**config.mk**
```make
export PLATFORM = sky130hd
export DESIGN_NAME = seg7_scan_decoder
export DESIGN_NICKNAME = d
export VERILOG_FILES = /design/src/rtl/seg7_scan_decoder.sv
export SDC_FILE = /design/constraint.sdc
export NUM_CORES = 1
export LEC_CHECK = 0
export CAP_MARGIN = 20
export CORE_MARGIN = 2
export CORE_UTILIZATION = 40
export DETAILED_ROUTE_END_ITERATION = 10
export PLACE_DENSITY = 0.62
export SYNTH_ARGS = -nofsm -noshare
export SYNTH_HDL_FRONTEND = slang
export SYNTH_SLANG_ARGS = --single-unit
export TNS_END_PERCENT = 10
```
**constraint.sdc**
```tcl
create_clock -name clk -period 3.9 [get_ports clk]
set_input_delay 0.975 -clock clk [delete_from_list [all_inputs] [get_ports clk]]
set_output_delay 0.975 -clock clk [all_outputs]
set_load 0.05 [all_outputs]
```
**src/rtl/seg7_scan_decoder.sv**
```systemverilog
// seg7_scan_decoder
//   Watches a multiplexed, active-low 7-segment bus and recovers the hex
//   nibble shown on each digit. A pattern is captured only once the
//   synchronized {dig_sel, seg_in} has held for STABLE_CYCLES clocks.
//   Blank (all-off) and illegal patterns are flagged per digit.
//
// Ports
//   clk          system clock
//   reset        asynchronous, active-high reset
//   seg_in       active-low segments, [0]=a ... [6]=g
//   dig_sel      active-high one-hot digit select
//   hex_out      decoded nibble per digit, slot i at [4i+3:4i]
//   digit_valid  slot i's last capture was a legal hex glyph
//   digit_blank  slot i's last capture was all-off
//   upd          one-cycle pulse on every capture
//   upd_idx      slot written by the current upd
//   pattern_err  one-cycle pulse with upd when the captured pattern is illegal
module seg7_scan_decoder #(
  parameter int NUM_DIGITS    = 6,
  parameter int STABLE_CYCLES = 4,
  localparam int IDX_W = (NUM_DIGITS > 1) ? $clog2(NUM_DIGITS) : 1
) (
  input  logic                    clk,
  input  logic                    reset,
  input  logic [0:6]              seg_in,
  input  logic [NUM_DIGITS-1:0]   dig_sel,
  output logic [4*NUM_DIGITS-1:0] hex_out,
  output logic [NUM_DIGITS-1:0]   digit_valid,
  output logic [NUM_DIGITS-1:0]   digit_blank,
  output logic                    upd,
  output logic [IDX_W-1:0]        upd_idx,
  output logic                    pattern_err
);

  localparam int CW = $clog2(STABLE_CYCLES + 1);
  localparam logic [CW-1:0] CNT_MAX  = CW'(STABLE_CYCLES);
  localparam logic [CW-1:0] CNT_LAST = CW'(STABLE_CYCLES - 1);

  logic [0:6]            seg_m, s_seg, p_seg;
  logic [NUM_DIGITS-1:0] sel_m, s_sel, p_sel;
  logic [CW-1:0]         cnt;

  logic same, onehot, cap;
  logic [4:0] dec;

  // {legal, nibble}; pattern bit string is seg[0..6] with 0 = lit
  function automatic logic [4:0] decode(input logic [6:0] p);
    case (p)
      7'b0000001: decode = 5'h10;
      7'b1001111: decode = 5'h11;
      7'b0010010: decode = 5'h12;
      7'b0000110: decode = 5'h13;
      7'b1001100: decode = 5'h14;
      7'b0100100: decode = 5'h15;
      7'b0100000: decode = 5'h16;
      7'b0001111: decode = 5'h17;
      7'b0000000: decode = 5'h18;
      7'b0001100: decode = 5'h19;
      7'b0001000: decode = 5'h1A;
      7'b1100000: decode = 5'h1B;
      7'b0110001: decode = 5'h1C;
      7'b1000010: decode = 5'h1D;
      7'b0110000: decode = 5'h1E;
      7'b0111000: decode = 5'h1F;
      default:    decode = 5'h00;
    endcase
  endfunction

  always_comb begin
    same   = ({s_sel, s_seg} == {p_sel, p_seg});
    onehot = (s_sel != '0) && ((s_sel & (s_sel - 1'b1)) == '0);
    dec    = decode(s_seg);
    // A change restarts the count at 1: the new value has already been
    // present for one clock when the difference is seen. The !upd term keeps
    // captures at least two cycles apart when STABLE_CYCLES is 1.
    if (!onehot || upd)
      cap = 1'b0;
    else if (same)
      cap = (cnt == CNT_LAST);
    else
      cap = (STABLE_CYCLES == 1);
  end

  always_ff @(posedge clk or posedge reset) begin
    if (reset) begin
      seg_m       <= '0;
      s_seg       <= '0;
      p_seg       <= '0;
      sel_m       <= '0;
      s_sel       <= '0;
      p_sel       <= '0;
      cnt         <= '0;
      hex_out     <= '0;
      digit_valid <= '0;
      digit_blank <= '0;
      upd         <= 1'b0;
      upd_idx     <= '0;
      pattern_err <= 1'b0;
    end else begin
      seg_m <= seg_in;
      s_seg <= seg_m;
      sel_m <= dig_sel;
      s_sel <= sel_m;
      p_seg <= s_seg;
      p_sel <= s_sel;

      if (!onehot)
        cnt <= '0;
      else if (!same)
        cnt <= CW'(1);
      else if (cnt != CNT_MAX)
        cnt <= cnt + 1'b1;

      upd         <= cap;
      pattern_err <= 1'b0;

      if (cap) begin
        for (int i = 0; i < NUM_DIGITS; i++) begin
          if (s_sel[i]) begin
            upd_idx <= IDX_W'(i);
            if (dec[4]) begin
              hex_out[4*i +: 4] <= dec[3:0];
              digit_valid[i]    <= 1'b1;
              digit_blank[i]    <= 1'b0;
            end else if (s_seg == 7'b1111111) begin
              digit_valid[i]    <= 1'b0;
              digit_blank[i]    <= 1'b1;
            end else begin
              digit_valid[i]    <= 1'b0;
              digit_blank[i]    <= 1'b0;
              pattern_err       <= 1'b1;
            end
          end
        end
      end
    end
  end

endmodule

```
Word-level counts from Yosys, hierarchy flattened
Cells that the tools add are included.
{"block": "op_classes", "shift": 0, "div_mod_pow": 0, "mux": 35, "add_sub_neg": 2, "eq_ne": 20, "bitwise_logic": 1, "n_mul": 0, "order_cmp": 0, "n_reduce_logical": 19}
{"cell": "5-bit one-hot mux with 16 select lines", "count": 1}
{"cell": "7-bit by 6-bit == test with 1-bit output, second input constant", "count": 5}
{"cell": "7-bit == test, second input constant", "count": 5}
{"cell": "3-bit two-way mux", "count": 9}
{"cell": "1-bit two-way mux", "count": 25}
{"cell": "7-bit by 4-bit == test with 1-bit output, second input constant", "count": 3}
{"cell": "3-bit AND reduction", "count": 6}
{"cell": "2-bit AND reduction", "count": 7}
{"cell": "13-bit == test", "count": 1}
{"cell": "7-bit by 1-bit == test with 1-bit output, second input constant", "count": 1}
{"cell": "7-bit by 3-bit == test with 1-bit output, second input constant", "count": 1}
{"cell": "7-bit by 5-bit == test with 1-bit output, second input constant", "count": 1}
{"cell": "7-bit logical NOT", "count": 1}
{"cell": "6-bit AND", "count": 1}
{"cell": "6-bit logical NOT", "count": 1}
{"cell": "6-bit nonzero test", "count": 1}
{"cell": "6-bit by 1-bit subtractor with 6-bit output, second input constant", "count": 1}
{"cell": "3-bit by 1-bit adder with 3-bit output, second input constant", "count": 1}
{"cell": "3-bit by 2-bit == test with 1-bit output, second input constant", "count": 1}
{"cell": "3-bit by 2-bit inequality test with 1-bit output, second input constant", "count": 1}
{"cell": "3-bit inequality test, second input constant", "count": 1}
{"cell": "1-bit logical AND", "count": 1}
{"cell": "1-bit logical NOT", "count": 1}
{"cell": "1-bit logical OR", "count": 1}
{"block": "word_totals", "latch_bits": 0, "output_inout_bits": 41, "ram_bits": 0, "romBits": 0, "word_cells": 105, "n_memories": 0, "reg_bits": 83, "input_bits": 15}

Longest topological paths before layout
Gate-level depths: netlist (run 1).
{"block": "logic_depth", "depth_word": 21, "ltp_mapped": 8, "ltp_nobuf": 6}

Worst setup path before layout (run 1)
No wires, ideal clock.
{"block": "synth_path", "kind": "register to register", "from": "reg s_sel[2]", "to": "reg upd_idx[1]", "t_arrival_ns": 2.373, "synth_period_minus_slack_ns": 2.497, "required_time_ns": 3.775, "n_path_buf": 2, "stages_incl_launch_ff": 8, "setup_time_ns": 0.125, "setup_slack_ns": 1.403, "path_cell_list": "dfrtp_1 > buf_6 > or4_4 > maj3_2 > a21o_4 > nor3_4 > buf_6 > mux2_2"}
{"block": "synth_between", "elab_chain_len": 8, "word_cells_on_any_way": 15, "classes_between": "1 x add/sub; 1 x eq/ne; 6 x mux; 1 x bitwise; 6 x reduce/logical"}
{"item": "start: declaration", "line_no": "40", "rtl": "logic [NUM_DIGITS-1:0] sel_m, s_sel, p_sel;"}
{"item": "start signal: assignment", "line_no": "103", "rtl": "s_sel <= sel_m;"}
{"item": "6-bit by 1-bit subtractor with 6-bit output", "line_no": "71", "rtl": "onehot = (s_sel != '0) && ((s_sel & (s_sel - 1'b1)) == '0);"}
{"item": "6-bit AND", "line_no": "71"}
{"item": "6-bit logical NOT", "line_no": "71"}
{"item": "1-bit logical AND", "line_no": "71"}
{"item": "1-bit logical NOT"}
{"item": "1-bit logical OR", "line_no": "76", "rtl": "if (!onehot || upd)"}
{"item": "1-bit two-way mux (*)", "line_no": "76"}
{"item": "via cap", "line_no": "43", "rtl": "logic same, onehot, cap;"}
{"item": "2-bit AND reduction (no line) (*)"}
{"item": "end signal: assignment", "line_no": "120", "rtl": "upd_idx <= IDX_W'(i);"}
{"item": "end: declaration", "line_no": "31", "rtl": "output logic [IDX_W-1:0] upd_idx,"}
The timed path passes the listed nets; every way through them passes the cells marked *.
A chain may end at the register's enable or synchronous reset.

Worst setup path after layout (run 1)
{"block": "layout_path", "from": "reg s_sel[2]", "to": "reg hex_out[3]"}
{"block": "layout_between", "elab_chain_len": 8, "word_cells_on_any_way": 11, "classes_between": "1 x add/sub; 1 x eq/ne; 2 x mux; 1 x bitwise; 6 x reduce/logical"}
{"item": "6-bit by 1-bit subtractor with 6-bit output", "line_no": "71"}
{"item": "6-bit AND", "line_no": "71"}
{"item": "6-bit logical NOT", "line_no": "71"}
{"item": "1-bit logical AND", "line_no": "71"}
{"item": "1-bit logical NOT"}
{"item": "1-bit logical OR", "line_no": "76"}
{"item": "1-bit two-way mux (*)", "line_no": "76"}
{"item": "3-bit AND reduction (no line) (*)"}
{"item": "end signal: indexed assignment", "line_no": "122", "rtl": "hex_out[4*i +: 4] <= dec[3:0];"}
{"item": "end: declaration", "line_no": "27", "rtl": "output logic [4*NUM_DIGITS-1:0] hex_out,"}
Every way passes the cells marked *; elsewhere a longest branch is shown, timed or not.

==> results of run 1 <==
[sequential cells by signal (all words and copies together) (netlist names), 7 cells and up]
| name | cells |
|---|---|
| s_seg | 7 |
| p_seg | 7 |
| seg_m | 7 |
| hex_out | 24 |
[final timing paths]
kind / start / end / slack (ns) / cells after the start
worst max-delay path: s_sel[2] / hex_out[3] / 0.95 / 6
worst min-delay path: seg_m[5] / s_seg[5] / 0.35 / 0
worst max register to register: s_sel[2] / hex_out[3] / 0.95 / 6
worst min register to register: seg_m[5] / s_seg[5] / 0.35 / 0
max in group asynchronous: reset / seg_m[3] / 2.18 / 3
min in group asynchronous: reset / hex_out[0] / 1.07 / 2
[power groups by stage]
stage / registers [mW] / logic [mW] / clock network, mW
6_report: 0.908 / 0.0845 / 0.609
5_1_grt: 0.913 / 0.0954 / 0.666
4_1_cts: 0.908 / 0.0863 / 0.620
3_5_place_dp: 0.926 / 0.0860 / 0
3_3_place_gp: 0.925 / 0.0855 / 0
2_1_floorplan: 0.906 / 0.0709 / 0
[final cells by class]
type | count | area [um2]
Fill cell | 715 | 3970
Sequential cell | 83 | 2080
Multi-Input combinational cell | 158 | 1160
Timing Repair Buffer | 58 | 586
Clock buffer | 11 | 141
Tap cell | 105 | 131
Inverter | 17 | 65.1
Clock inverter | 4 | 51.3
[metrics by stage]
| step | util [%] | setup WS [ns] |
|---|---|---|
| floorplan | - | 0.788 |
| global placement | 49.1 | 1.04 |
| detailed placement | 49.1 | 0.991 |
| finish | 51.5 | 0.951 |
| CTS | 51.5 | 0.951 |
| global route | 51.5 | 0.765 |
[metal layers]
metal  part of all wire [%]  up-vias  GRT usage [%]
met2                     45       67           22.8
met5                      0        -              0
met1                     48     1067           23.7
met3                    4.8       12           5.01
met4                    2.4        0           7.62
li1                       -     1058              -
[cells by family (layout without fill, tap and decap cells)]
family	Yosys count	count (layout)
xor+xnor	18	18
buf+inv	32	90
fa+ha+maj	5	5
flops	83	83
mux	17	17
simple gates	70	70
compound gates	48	48
[cells in the final DEF (no fill, tap or decap), types with 10 or more instances in the layout]
cell type	count
dfrtp_1	83
xor2_1	16
clkdlybuf4s50_1	55
o2bb2ai_1	10
inv_1	16
a21oi_1	12
clkbuf_8	10
nor2_1	15
nand2_1	10
==> flow_results.org, run 1 <==
** Outcome
- The flow ran to the end, and the final reports show no timing, DRC or antenna violations.

** Logic synthesis
- Sequential fraction of the synthesis area :: 61.7%
- The cell area that synthesis handed to floorplanning was 3370 um2.
- Synthesized flop and latch total :: 83
- Share of synthesized cell area in and, or, nand and nor gates :: 11.8%
- Post-synth top area share :: 61.7%
- Post-synthesis share of cell area spent on full adders, half adders and majority gates :: 1.75%
- Synthesized-area fraction occupied by ao, oa, aoi and oai cells :: 10.6%
- Combinational family with the most area after synthesis :: simple AND/OR/NAND/NOR gates
- During synthesis, Yosys emitted a total of 0 warnings.
- Multiplexer fraction of the synthesized cell area :: 5.39%
- Commonest cells post-synth :: dfrtp_1 (83), inv_1 (17), xor2_1 (16)
- Library cell occupying the most area in the post-synthesis netlist :: dfrtp_1
- Counting flops with an async set or reset pin after synthesis yields a share of 100%.
- Dividing the synthesized area by the synthesized cell count gives 12.3 um2.
- Post-synthesis net count :: 291
- Synthesis instantiated 49 different standard cells from the library.
- The most used flip-flop cell after synthesis is dfrtp_1.
- Dominant cells by area after synthesis :: dfrtp_1 (62%), xor2_1 (4.2%), o2bb2ai_1 (2.6%)
- After technology mapping, the gate count stands at 273.
- Top-count cell post-synth :: dfrtp_1
- Count of flip-flops with a built-in enable after synthesis :: 0
- Synthesized-area fraction occupied by xor and xnor cells :: 4.68%

** Job
- The tool flagged a number of max-cap violations equal to 0.

** STA
- After layout, the worst path uses 75.6% of the clock period.
- Achievable frequency :: 339 MHz
- For the pin with the worst max-slew slack, the measured transition is 0.841 ns.
- Setup repair after global routing left no endpoint under its margin.
- The smallest clock period supported by the final layout is computed as 2.95 ns.
- In the final timing run, aggregate negative setup slack is 0 ns.
- Clock tree skew after final layout :: 0.0110 ns
- The number of pins exceeding their max-slew limit in the final report came to 0.
- Worst slew margin :: 43.8%
- Setup violation total in the final timing report :: 0
- Final worst hold slack :: 0.350 ns
- The number of hold violations in the final report came to 0.

** Final layout
- Layout area overhead :: 25.1%
- Ant diodes :: 0
- In the final design database the tool counted 345 nets.
- For this run, the number of standard cells in the final layout without fillers is 436.
- After routing the design area is 4210 um2.
- Share of final-layout standard cells stronger than drive strength 1 :: 11.2%

** Floorplan
- Core Rows :: 33
- Horizontal die dimension :: 95.7 um
- Starting density of the core :: 41.2%
- The core region is 8180 um2.
- Top-level port count :: 56
- The die covers 9160 um2.
- From bottom edge to top edge, the die measures 95.7 um.

** Setup path
- Together, buffers and inverters on the worst path number 0.
- Family of cells with the greatest summed delay on the critical path :: simple AND/OR/NAND/NOR gates
- The worst setup path is of the register to register kind.
- In this run the worst path has a maximum fanout of 19.
- Worst EP arrival :: 3.15 ns
- The worst setup path is captured at a register.
- Master of the slowest instance on the critical path :: nor3_4
- The worst setup path is launched from a register.
- Critical path required time :: 4.10 ns
- The signal on the critical path passes through or4_4 -> maj3_2 -> a21o_4 -> nor3_4 -> nand3_1 -> o2bb2ai_1.
- CP peak stage delay :: 0.64 ns

** Power and ir drop
- Sequential cells burn 56.7% of the power.
- Total power per unit cell area :: 381 nW/um2
- Net switching power :: 0.374 mW
- Cell internal power was estimated by the tool at 1.23 mW.
- The share of total power dissipated in the clock network is 38.0%.
- Combinational logic is responsible for 5.3% of the overall power.
- Switching part of the total :: 23.3%
- The design draws 1.60 mW.
- VDD sags by at most 0.000204 V.
- For this design the static power due to leakage is 1.87 nW.

** GRT
- Vias in the first global route :: 2157
- Wire length of the first global-routing pass :: 11.2 mm
- For this run the aggregate overflow at the end of global routing stands at 0.
- In the global route stage, overall resource usage came out at 16.5%.
- Number of antenna violations at the first check in global routing :: 0
- Entering global routing, the biggest net connects 47 pins.

** Clock network
- Clock tree from TritonCTS :: done
- After clock tree synthesis, the clock-pin slew on the worst setup and hold paths is 0.09 ns.
- Skew-Pair Late Insertion Delay :: 0.35 ns
- Post-CTS resize count :: 0
- The H-tree was split into 3 levels.
- Hold buffer count at cts :: 0
- The clock passes through at most 2 buffers.
- Number of post-CTS setup repair buffers :: 0
- Number of buffers inserted during clock tree synthesis :: 9
- TritonCTS Sinks :: 83
- Clk Tree Root Cell :: clkbuf_8

** Drt
- Summing over every cut layer, the via total after detailed routing is 2204.
- In the final routed layout, each cell accounts on average for 15.6 um.
- In the routed layout, each cell is associated on average with a via count of 5.06.
- After the first detailed-routing iteration, the DRC count stood at 305.
- For this run, design rule violations remaining after detail routing come to 0.
- 1st-pass router iterations :: 4
- Residual antenna-violating net count after detailed routing :: 0
- For this block, the routed nets add up to 6.79 mm of wire.

** Placed design
- Once detailed placement completed, the half-perimeter wirelength came to 4.61 mm.
- Routability-driven placement finished with a final weighted congestion of 0.770.
- Number of buffers inserted by port buffering :: 55
- The placed instances occupy a cell area of 4020 um2.
- Placed Instances :: 421

** Min path
- Type of the tightest min-delay check :: register to register
(Power assumes the default switching activity.)
==> run 2: changes to the inputs <==
Clock period 3.9 ns to 3 ns, I/O delays scaled along.
==> flow_results.org, run 2 (synthesized netlist as in run 1, its figures left out) <==
** Outcome
- Outcome :: complete, no violations

** GRT
- The number of antenna violations at the first check in global routing is 0 (unchanged).
- Wire length of the first global-routing pass :: 11.1 mm (-0.13%)
- Overflow after GRT :: 0 (unchanged)
- The via count of the first global-routing pass came to 2205 (+2.2%).
- Maximum number of pins on one net before global-route repair :: 35 (-26%)
- Combined global-route utilization of all metal layers :: 16.3% (-0.18 points)

** Clock network
- Number of post-CTS setup repair buffers :: 0 (unchanged)
- The tree is rooted in a clkbuf_8.
- The CTS H-tree depth was 3 (unchanged).
- Clock transition at the registers of the reported paths :: 0.08 ns (about the same)
- Skew-Pair Late Insertion Delay :: 0.34 ns (about the same)
- Clock tree from TritonCTS :: done
- The total CTS buffers was 9 (unchanged).
- The sink count of the clock tree came to 83 (unchanged).
- Hold buffer count at cts :: 0 (unchanged)
- CTS Buffer Depth :: 2 (unchanged)
- Post-CTS resize count :: 0 (unchanged)

** Final layout
- More flip-flops sit in one register than any other, and that register is hex_out.
- Ant diodes :: 0 (unchanged)
- Layout area overhead :: 27.5%
- Most frequent standard cell in the layout excluding fill and tap cells :: dfrtp_1
- The number of nets in the finished design came to 353 (+2.3%).
- Number of flip-flops under the largest register name :: 24 (unchanged)
- The fraction of layout instances using a drive strength above 1 is 13.2% (+2.1 points).
- The library cells used most frequently in the layout, excluding fill and tap cells, are dfrtp_1 (83), clkdlybuf4s50_1 (55), inv_1 (16), xor2_1 (16), nor2_1 (15).

** STA
- Clock period minus worst slack :: 2.53 ns (-0.423 ns)
- Setup repair after global routing left no endpoint under its margin.
- Number of failing hold endpoints at the final stage :: 0 (unchanged)
- The setup violation total in the final timing report was 0 (unchanged).
- The post-route fraction of the period consumed by the critical path is 84.2% (+8.6 points).
- The final critical-path setup slack came to 0.475 ns (-0.477 ns).
- The worst slew slack as a fraction of its limit came to 51.0% (+7.2 points).
- Achievable frequency :: 396 MHz (+17%)
- The number of pins exceeding their max-slew limit in the final report came to 0 (unchanged).
- The slew at the pin closest to its max-slew limit came to 0.730 ns (-0.111 ns).
- The setup TNS is 0 ns (unchanged).
- The setup skew after layout is 0.0102 ns (-0.000798 ns).

** Drt
- The routed wirelength normalized by instance count came to 15.2 um (-2.1%).
- The number of search-and-repair iterations in the first detailed-routing pass is 4 (unchanged).
- The final wirelength came to 6.79 mm (about the same).
- The number of nets with antenna violations after detailed routing came to 0 (unchanged).
- The DRC violation count after routing is 0 (unchanged).
- The count of vias placed by the detailed router was 2247 (+2.0%).
- The detailed-route vias per instance is 5.05 (-0.11%).
- Iter 0 DRT Violations :: 143 (-53%)

** Setup path
- STA classifies the critical path startpoint as a register.
- Destination of the critical timing path :: digit_blank[0]
- Source of the critical timing path :: s_sel[5]
- The largest individual stage delay along the critical path comes from the cell dfrtp_1.
- The worst setup path is of the register to register kind.
- The worst setup path is captured at a register.
- The number of buffer and inverter instances along the worst setup path was 1 (+1).
- The required arrival time at the worst endpoint came to 3.23 ns (-0.87 ns).
- The worst-case reg-to-reg path depth came to 7 (+1).
- The startpoint identified for the worst register-to-register timing path is s_sel[5].
- The largest incremental delay on the critical path is 0.52 ns (-0.12 ns).
- The largest fanout of any net on the critical path is 19 (unchanged).
- Stages on worst setup path :: 7 (+1)
- Worst EP arrival :: 2.76 ns (-0.39 ns)
- Chain of cells forming the critical path :: or4_4 -> maj3_2 -> a21o_4 -> nor3_4 -> buf_4 -> nand2_1 -> mux2_1
- Family of cells with the greatest summed delay on the critical path :: simple AND/OR/NAND/NOR gates
- The register-to-register setup slack came to 0.47 ns (-0.48 ns).
- Critical register-to-register path endpoint :: digit_blank[0]

** Floorplan
- Area of the core :: 8180 um2 (unchanged)
- The number of cell rows was 33 (unchanged).
- Top-level port count :: 56 (unchanged)
- The area enclosed by the die boundary is 9160 um2 (unchanged).
- Horizontal die dimension :: 95.7 um (unchanged)
- The initial cell density of the core came to 41.2% (unchanged).
- Die boundary height :: 95.7 um (unchanged)

** Min path
- Worst hold path cell count :: 0 (unchanged)
- The worst hold path belongs to the class register to register.

** Placed design
- The last weighted congestion value of the routability-driven placer came to 0.809 (+5.1%).
- The sum of net half-perimeters after detailed placement was 4.88 mm (+6.1%).
- Placement Setup Slack :: 0.476 ns (-0.515 ns)
- Number of buffers inserted by port buffering :: 55 (unchanged)

** Power and ir drop
- The ratio of total power to cell area came to 509 nW/um2 (+34%).
- Leakage Power :: 1.92 nW (+2.9%)
- The highest ir drop seen on vdd came to 0.000294 V (+44%).

** Job
- The count of max-cap constraint violations was 0 (unchanged).
-- run 2: per-layer routing --
| metal | part of all wire (%) | GRT usage [%] |
|---|---|---|
| met5 | 0 | 0 |
| met3 | 5.2 | 3.52 |
| met1 | 47 | 22.9 |
| met4 | 2.2 | 8.69 |
| met2 | 46 | 23.7 |
-- run 2: power by group --
group	internal [mW]	switching, mW	total, mW
Clock	0.513	0.375	0.888
Sequential	1.15	0.0303	1.18
Combinational	0.0536	0.0689	0.123
Total	1.71	0.474	2.19
-- run 2: layout make-up --
cell class	count	area, um2
Clock buffer	12	155
Clock inverter	4	72.6
Fill cell	704	3880
Inverter	17	65.1
Multi-Input combinational cell	158	1150
Sequential cell	83	2080
Tap cell	105	131
Timing Repair Buffer	66	641
-- run 2: how the worst min path moves through the flow --
stage / startpoint / slack [ns] / end
after floorplan: seg_m[0] / 0.33 / s_seg[0]
after global placement: seg_m[6] / 0.33 / s_seg[6]
after detailed placement: seg_m[1] / 0.33 / s_seg[1]
after CTS: sel_m[4] / 0.35 / s_sel[4]
after global routing: seg_m[2] / 0.35 / s_seg[2]
final: sel_m[4] / 0.35 / s_sel[4]
-- run 2: stage by stage --
| step | hold slack (ns) | util, % | area, um2 | total power [mW] | cells |
|---|---|---|---|---|---|
| final | 0.349 | 52.5 | 4290 | 2.19 | 445 |
| after detailed placement | 0.335 | 49.7 | 4070 | 1.32 | 429 |
| after global routing | 0.354 | 52.5 | 4290 | 2.28 | 445 |
| after global placement | 0.332 | 49.6 | 4060 | 1.32 | 427 |
| after CTS | 0.351 | 52.5 | 4290 | 2.22 | 445 |
| after floorplan | 0.331 | - | 3370 | 1.27 | 273 |
-- run 2: worst register-to-register path, stage by stage, from the launching register on --
cell and delay (ns):
dfrtp_1 0.52, or4_4 0.47, maj3_2 0.32, a21o_4 0.22
nor3_4 0.17, buf_4 0.26, nand2_1 0.14, mux2_1 0.33
==> run 3: changes to the inputs <==
Settings changed: PLACE_DENSITY 0.62 to 0.64.
Clock period 3 ns to 2.1 ns, I/O delays scaled along.
==> flow_results.org, run 3 (synthesized netlist as in run 1, its figures left out) <==
** Drt
- Final wirelength :: 7.49 mm (+10%)
- WL per Instance :: 15.8 um (+3.6%)
- The starting DRC count in detailed routing came to 135 (-5.6%).
- The DRC violation count after routing is 0 (unchanged).
- Via count :: 2398 (+6.7%)
- Post-DR vias/cell :: 5.06 (+0.19%)
- The number of search-and-repair iterations in the first detailed-routing pass is 4 (unchanged).
- The number of nets with antenna violations after detailed routing came to 0 (unchanged).

** Setup path
- CP peak stage delay :: 0.53 ns (about the same)
- The worst setup path is captured at a register.
- Nature of the critical path startpoint :: register
- Start-to-end type of the worst setup path :: register to register
- The signal on the critical path passes through or4_4 -> maj3_2 -> a21o_4 -> nor3_4 -> buf_6 -> nand2_4 -> mux2_4.
- Master of the slowest instance on the critical path :: or4_4
- Buffers and inverters on the worst path :: 1 (unchanged)
- The required arrival time at the worst endpoint is 2.36 ns (-0.87 ns).
- Worst EP arrival :: 2.58 ns (-0.18 ns)
- The largest fanout of any net on the critical path was 5 (-14).
- Family of cells with the greatest summed delay on the critical path :: simple AND/OR/NAND/NOR gates

** Final layout
- Number of flip-flops under the largest register name :: 24 (unchanged)
- The area of the multi-input gates was 1280 um2 (+12%).
- Fill cell total of the finished layout :: 684 (-2.8%)
- The filler-free cell count of the finished design came to 474 (+6.5%).
- The number of nets in the finished design is 382 (+8.2%).
- The top cell types in the final layout, fill and taps aside, are dfrtp_1 (83), buf_4 (37), clkdlybuf4s50_1 (32), dlymetal6s2s_1 (21).
- Share of final-layout standard cells stronger than drive strength 1 :: 26.6% (+13 points)
- Most frequent standard cell in the layout excluding fill and tap cells :: dfrtp_1
- Ant diodes :: 0 (unchanged)
- The area taken by flip-flops and latches came to 2080 um2 (unchanged).
- Counting flops per register, the top entry is hex_out.
- From synthesis to final layout, the design area changed by 40.2%.

** Power and ir drop
- Switching part of the total :: 23.8% (+2.1 points)
- PnR Total Power :: 3.17 mW (+45%)
- The total internal power is 2.42 mW (+41%).
- Net switching power :: 0.754 mW (+59%)
- Comb power frac :: 7.7% (+2.1 points)
- The part of the power in the clock network is 40.0% (-0.6 points).
- Peak supply drop :: 0.000473 V (+61%)
- The ratio of total power to cell area is 672 nW/um2 (+32%).
- Sequential Power Share :: 52.3% (-1.5 points)
- The reported leakage power came to 2.51 nW (+31%).

** Floorplan
- Core Rows :: 33 (unchanged)
- The top-level port count came to 56 (unchanged).
- The area enclosed by the die boundary is 9160 um2 (unchanged).
- The initial cell density of the core was 41.2% (unchanged).
- Area of the core :: 8180 um2 (unchanged)
- The horizontal extent of the die is 95.7 um (unchanged).
- Die boundary height :: 95.7 um (unchanged)

** Placed design
- Placed Instances :: 449 (+4.7%)
- The sum of net half-perimeters after detailed placement was 4.93 mm (+0.86%).
- Number of buffers inserted by port buffering :: 55 (unchanged)
- The last weighted congestion value of the routability-driven placer is 0.902 (+11%).

** STA
- Transition time of the tightest slew-check pin :: 0.605 ns (-0.125 ns)
- Final cycle utilization of the critical path :: 111% (+26 points)
- Max Slew Vio Count :: 0 (unchanged)
- The worst slew slack as a fraction of its limit is 59.5% (+8.5 points).
- The number of hold violations in the final report is 0 (unchanged).
- Achievable frequency :: 431 MHz (+8.7%)
- Clock period minus worst slack :: 2.32 ns (-0.203 ns)
- The setup skew after layout came to 0.0181 ns (+0.00798 ns).
- The setup violation total in the final timing report was 40 (+40).
- The final critical-path setup slack is -0.223 ns (-0.697 ns).
- Setup repair after global routing missed its margin :: yes
- The setup TNS came to -5.43 ns (-5.43 ns).

** Clock network
- The maximum root-to-sink buffer count came to 2 (unchanged).
- The sink count of the clock tree came to 83 (unchanged).
- The register clock-pin slew on the reported worst setup and hold paths came to 0.09 ns (about the same).
- Skew-Pair Late Insertion Delay :: 0.36 ns (+0.02 ns)
- TritonCTS built the clock tree.
- The number of hold buffers added after CTS is 0 (unchanged).
- Number of buffers inserted during clock tree synthesis :: 9 (unchanged)
- The CTS H-tree depth came to 3 (unchanged).
- Clock tree synthesis selected as its root buffer the cell clkbuf_8.

** GRT
- Wire length of the first global-routing pass :: 11.8 mm (+5.5%)
- Vias in the first global route :: 2301 (+4.4%)
- The overall track demand over capacity in global routing was 17.4% (+1.1 points).
- Number of antenna violations at the first check in global routing :: 0 (unchanged)
- Overflow after GRT :: 0 (unchanged)
- The maximum number of pins on one net before global-route repair was 84 (+140%).

** Job
- Max-Cap Viols :: 0 (unchanged)

** Outcome
- Outcome :: complete, but fails checks
- Violated checks :: setup timing

** Min path
- The min-delay analysis places its worst path in the category register to register.
[run 3: cell types whose count changed in the layout (fill, tap and decap cells not counted), sizes merged]
cell,before,now
inv,16,17
clkbuf,12,9
dlymetal6s2s,0,21
clkdlybuf4s50,55,32
buf,11,42
clkinvlp,1,3
[run 3: metrics by stage]
step / hold WS [ns] / area, um2 / worst slack [ns] / util [%]
2_1_floorplan: 0.331 / 3370 / -0.397 / -
3_3_place_gp: 0.332 / 4230 / -0.230 / 51.7
3_5_place_dp: 0.335 / 4230 / -0.275 / 51.7
4_1_cts: 0.354 / 4590 / -0.185 / 56.1
5_1_grt: 0.357 / 4720 / -0.277 / 57.7
6_report: 0.352 / 4720 / -0.223 / 57.7
[run 3: path summary, 6_finish.rpt]
path                       startpoint             end  slack (ns)  cells after the start
min in group asynchronous       reset     hex_out[13]        0.62                      3
setup / recovery             s_sel[2]  digit_blank[3]       -0.22                      7
hold reg to reg              seg_m[2]        s_seg[2]        0.35                      0
max in group asynchronous       reset        p_seg[3]        1.14                      3
setup reg to reg             s_sel[2]  digit_blank[3]       -0.22                      7
hold / removal               seg_m[2]        s_seg[2]        0.35                      0
[run 3: layer usage]
layer	up-vias	share of wire, %	track usage [%]
li1	1135	-	-
met1	1181	47	25.3
met2	70	47	25.5
met3	12	4.3	3.29
met4	0	1.9	7.62
met5	-	0	0
[run 3: what timing repair did]
item                       in CTS  in global routing
setup buffers                   5                  2
setup endpoints to repair      37                 63
gates resized for setup        22                 31
gates cloned                    2                  0
pin swaps                       8                  4
[run 3: layout make-up]
cell class                 instances  area share [%]
sequential                        83            44.0
multi-input combinational        158            27.2
inverter                          17            1.43
clock inverter                     7            2.12
timing repair buffer              95            19.8
clock buffer                       9            2.63
tap                              105            2.78
[run 3: power groups by stage]
stage	logic, mW	registers [mW]	clock network (mW)
3_3_place_gp	0.225	1.69	0
6_report	0.244	1.66	1.27
5_1_grt	0.268	1.66	1.38
4_1_cts	0.237	1.66	1.30
3_5_place_dp	0.228	1.69	0
2_1_floorplan	0.132	1.68	0
